File: src/rtl/alu_8bit.sv
// Registered ALU: eight ops, zero flag, one cycle of latency.
// Result and flag load together on every rising edge; sync active-low reset.
module alu_8bit #(
  parameter int WIDTH = 8
) (
  input  logic             clk,
  input  logic             rst,
  input  logic [2:0]       op,
  input  logic [WIDTH-1:0] srca,
  input  logic [WIDTH-1:0] srcb,
  output logic [WIDTH-1:0] dst,
  output logic             zflag
);

  typedef enum logic [2:0] {
    OP_ADD = 3'b000,
    OP_SUB = 3'b001,
    OP_AND = 3'b010,
    OP_OR  = 3'b011,
    OP_XOR = 3'b100,
    OP_SHL = 3'b101,
    OP_SHR = 3'b110,
    OP_SLT = 3'b111
  } op_e;

  localparam logic [WIDTH-1:0] WMAX = WIDTH[WIDTH-1:0];

  op_e              op_sel;
  logic [7:0]       op_hot;
  logic [WIDTH-1:0] add_r;
  logic [WIDTH-1:0] sub_r;
  logic [WIDTH-1:0] and_r;
  logic [WIDTH-1:0] or_r;
  logic [WIDTH-1:0] xor_r;
  logic [WIDTH-1:0] shl_r;
  logic [WIDTH-1:0] shr_r;
  logic [WIDTH-1:0] slt_r;
  logic             sh_ovf;
  logic [WIDTH-1:0] res;
  logic [WIDTH-1:0] dst_d;
  logic [WIDTH-1:0] dst_q;
  logic             zflag_d;
  logic             zflag_q;

  assign op_sel = op_e'(op);

  always_comb begin
    op_hot = '0;
    op_hot[op_sel] = 1'b1;
  end

  // Shift amounts past the word width flush to zero.
  assign sh_ovf = (srcb >= WMAX);

  assign add_r = srca + srcb;
  assign sub_r = srca - srcb;
  assign and_r = srca & srcb;
  assign or_r  = srca | srcb;
  assign xor_r = srca ^ srcb;
  assign shl_r = sh_ovf ? '0 : (srca << srcb);
  assign shr_r = sh_ovf ? '0 : (srca >> srcb);
  assign slt_r = {{(WIDTH-1){1'b0}}, (srca < srcb)};

  always_comb begin
    res = '0;
    unique case (1'b1)
      op_hot[OP_ADD]: res = add_r;
      op_hot[OP_SUB]: res = sub_r;
      op_hot[OP_AND]: res = and_r;
      op_hot[OP_OR]:  res = or_r;
      op_hot[OP_XOR]: res = xor_r;
      op_hot[OP_SHL]: res = shl_r;
      op_hot[OP_SHR]: res = shr_r;
      op_hot[OP_SLT]: res = slt_r;
      default:        res = '0;
    endcase
  end

  always_comb begin
    dst_d   = res;
    zflag_d = (res == '0);
    if (!rst) begin
      dst_d   = '0;
      zflag_d = 1'b0;
    end
  end

  always_ff @(posedge clk) begin
    dst_q   <= dst_d;
    zflag_q <= zflag_d;
  end

  assign dst   = dst_q;
  assign zflag = zflag_q;

endmodule

File: config.mk
export PLATFORM = sky130hd
export DESIGN_NAME = alu_8bit
export DESIGN_NICKNAME = d
export VERILOG_FILES = /design/src/rtl/alu_8bit.sv
export SDC_FILE = /design/constraint.sdc
export NUM_CORES = 1
export LEC_CHECK = 0
export ABC_AREA = 1
export CAP_MARGIN = 10
export CORE_MARGIN = 2
export CORE_UTILIZATION = 25
export CTS_CLUSTER_SIZE = 10
export DETAILED_ROUTE_END_ITERATION = 10
export SYNTH_ARGS = -nofsm -noshare
export SYNTH_HDL_FRONTEND = slang
export SYNTH_SLANG_ARGS = --single-unit
File: constraint.sdc
create_clock -name clk -period 3.64 [get_ports clk]
set_input_delay 0.728 -clock clk [delete_from_list [all_inputs] [get_ports clk]]
set_output_delay 0.728 -clock clk [all_outputs]
set_load 0.02 [all_outputs]
# After elaboration in Yosys (flattened, before gate mapping)
# Index checks and enable logic that the tools add are counted.
# totals
reg_bits,9
inputBits,21
output_inout_bits,9
wordCells,20
# op_classes
addsub,2
magnitude_cmp,4
n_shift,2
muxes,5
bitwise_logic,3
reduce_logical,2
# ops
operator,n
case mux 8 bit (8 select lines),1
2-to-1 mux 8 bit,2
adder 8 bit,1
AND 8 bit,1
greater-or-equal comparator 8 x 4 -> 1 bit (second input constant),1
zero test 8 bit,1
< comparator 8 bit,1
OR 8 bit,1
<< shifter 8 x 8 -> 8 bit,1
>> shifter 8 x 8 -> 8 bit,1
subtractor 8 bit,1
XOR 8 bit,1
< comparator 3 x 4 -> 1 bit (second input constant),1
demux 1 bit (select 3 bit),1
greater-or-equal comparator 3 x 1 -> 1 bit (second input constant),1
logical AND 1 bit,1
2-to-1 mux 1 bit,1

# Logic depth before layout (Yosys ltp)
# depth
ltp_word,6
ltp_mapped,16
mapped_depth_nobuf,16

# Worst setup path after synthesis
# Ideal clock, no wire load.
# synth_path
kind,input port to flip-flop
from,input port srca[0]
to,"register zflag_q, in the netlist zflag"
setup_time_ns,0.110
arrival_time_ns,2.158
required_time_ns,3.530
slack_ns,1.371
cell_stages,16
path_buffers,0
cell_sequence,inv_1 ha_1 inv_1 fa_1 a21oi_1 o21ai_2 nand2_1 nand2_1 nand2_1 nand2_1 nand2_1 nand2_1 nor2_1 nor2_1 nand2_1 nor2_1
# synth_via
elab_chain_len,4
elab_cells_between_ends,12
cone_classes,add/sub: 2; order compare: 1; shift: 2; mux: 3; bitwise: 3; reduce/logical: 1
# synth_lines
item,line,text
"start, declared",9,"input logic [WIDTH-1:0] srca,"
"parallel branches: the longest is 2 deep, another holds subtractor 8 bit",-,
case mux 8 bit (8 select lines) (*),66,unique case (1'b1)
zero test 8 bit (*),81,zflag_d = (res == '0);
"end signal, assigned",90,zflag_q <= zflag_d;
"end, declared",43,logic zflag_q;
# Every way passes the cells marked *.
# A chain may end at the register's enable or synchronous reset.

# Worst setup path in the final report
# Same ends and word-level chain as after synthesis.

==> metrics <==
via count of the first global-routing pass=roughly 2400; Worst Setup End Kind=flip-flop; initial cell density of the core=between 20% and 30%; max_slew headroom=between 60 and 70%; Primary FF master, synth=dfxtp_1; PortBufs=29; CTS tree=built; max-cap violations=0; setup bufs post-CTS=0; Period minus WS final=~3000 ps; DRC viols=0; CP Class=in2reg; hpwl dp=between 5000 and 6000 µm; CP arrival=roughly 3200 ps; Worst Setup Start Kind=primary input; Hold Crit Class=in2reg; post_cts resized=0; CTS buffer count=3; synth unique cells=37; synth top area cells=ha_1, nand2_1, nand3_1, dfxtp_1, inv_1; worst-margin pin slew=about 540 ps; initial antenna violation count=0; syn nets=395; Cell Count, Final, Fillers Out=between 400 and 500; Pwr per Cell Area=roughly 200 nW/µm²; crit path max fanout=4; Initial DRC Count=107; Post-Syn Area=2020 µm²; sum of negative setup slack=0 ps; Cells after Synth=347; yosys warns=0; Hold Buf Count CTS=0; overall die height=between 90 and 100 µm; number of synthesized register bits=9; IR drop worst, VDD=0.000107 V; Inst Count DP=478; Syn-to-layout area delta=23.4%; P_leak=1.27 nW; total power=~500 µW; most common library cells after synthesis=nand2_1, nand3_1, inv_1; Layout Nets=about 430; Rows=32; Yosys top cell by area=ha_1; Die Area=between 8000 and 9000 µm²; Post-synth EDFFs=0; Avg WL per Cell=about 14 µm; register area share after synthesis=under 10%; wirelength, routed=around 6600 µm; Sinks on Clock Net=9; total grt overflow=0; Fmax=329 MHz; core area=about 8000 µm²; final hold viol count=0; Root Buffer Master=clkbuf_8; RePlAce Congestion=a little over 0.9; I/O pin cnt=30; Max clock buf depth=2; hold slack=1180 ps; Synth async-reset ratio=0%; global-route usage over all layers=about 16%; Reg clk slew, reported paths=~40 ps; via count=between 2000 and 2500; status=finished, final reports clean; average vias per placed instance=4.89; Final setup viols=0; Final period util=83.5%; ant diodes=0; first-pass GRT wire length=around 11000 µm; critical path required time=3810 ps; mean post-synth cell area=5.81 µm²; RSZ-0062 raised after global routing=false; H-tree Lvls=1; Die W=between 90 and 100 µm; DR pass1 iterations=6; max-slew violations=0; largest net degree at the start of global routing=12; layout cells sized above 1=roughly 10%; most common cell in the netlist=nand2_1; post-synth top area share=15.5%; antenna viol nets, final=0
per-stage QoR:
step           cell area, µm²  util (%)  setup slack [ps]
2_1_floorplan            2020         -              1370
3_3_place_gp             2440      31.4               449
3_5_place_dp             2440      31.4               440
4_1_cts                  2490      32.0               663
5_1_grt                  2490      32.0               391
6_report                 2490      32.0               599
layout by cell type, fill, tap and decap left out, types with 2 or more instances in the layout:
master / Yosys / layout
o22ai_1: 5 / 5
nand2_2: 4 / 4
xor2_1: 3 / 3
clkbuf_8: 0 / 3
nand3_1: 53 / 53
nand4_1: 9 / 9
o21a_1: 3 / 3
o21ai_0: 6 / 6
buf_4: 1 / 4
inv_1: 45 / 45
a21oi_1: 20 / 20
clkdlybuf4s50_1: 0 / 29
fa_1: 2 / 2
nor2_2: 9 / 9
ha_1: 25 / 25
nand2_1: 80 / 80
nand3_2: 4 / 4
nor2_1: 37 / 37
o21ai_1: 4 / 4
inv_2: 8 / 8
dfxtp_1: 9 / 9
nor3_1: 2 / 2
flip-flops by register name, indices dropped and copies added (netlist names):
signal,cells
dst,8
zflag,1
cell type report:
| class | instances | area, µm² |
|---|---|---|
| flip-flops and latches | 9 | 180 |
| repair buffers | 33 | 320 |
| fillers | 874 | 5280 |
| multi-input cells | 280 | 1610 |
| well taps | 102 | 128 |
| clock buffers | 4 | 45.0 |
| inverters | 54 | 203 |
cells by family (layout without fill, tap and decap cells):
kind of cell               Yosys count  after routing  synth area share [%]
and+or+nand+nor                    206            206                  48.0
buffers and inverters               58             91                  11.1
AOI/OAI and AO/OA                   43             43                  12.7
adders and majority gates           27             27                  17.5
DFF                                  9              9                  8.94
xor gates and xnor gates             4              4                  1.74
critical path, stage by stage:
cell and delay [ps]:
clkdlybuf4s50_1 480, inv_1 130, ha_1 160, inv_1 80
fa_1 410, or2_0 230, nand3_1 80, o21ai_0 80
nor3_1 430, nand2_1 110, nor2_1 120, nand3_1 90
nor2_1 80
routing by layer:
layer | wire [µm] | track usage (%)
met1 | 2910 | 20.1
met2 | 3190 | 27.8
met3 | 306 | 1.85
met4 | 193 | 4.95
met5 | 0 | 0
path summary, 6_finish.rpt:
| kind | start | end | slack [ps] | cells after the start |
|---|---|---|---|---|
| worst max-delay path | srca[0] | zflag | 600 | 13 |
| worst min-delay path | rst | dst[0] | 1180 | 3 |
where the power goes:
| group | leakage (nW) | total [mW] | internal [mW] | switching, mW |
|---|---|---|---|---|
| sequential | 0.0740 | 0.109 | 0.107 | 0.00196 |
| combinational | 1.17 | 0.273 | 0.104 | 0.169 |
| clock | 0.0228 | 0.112 | 0.0760 | 0.0362 |
Power figures use the tool's default switching activity.
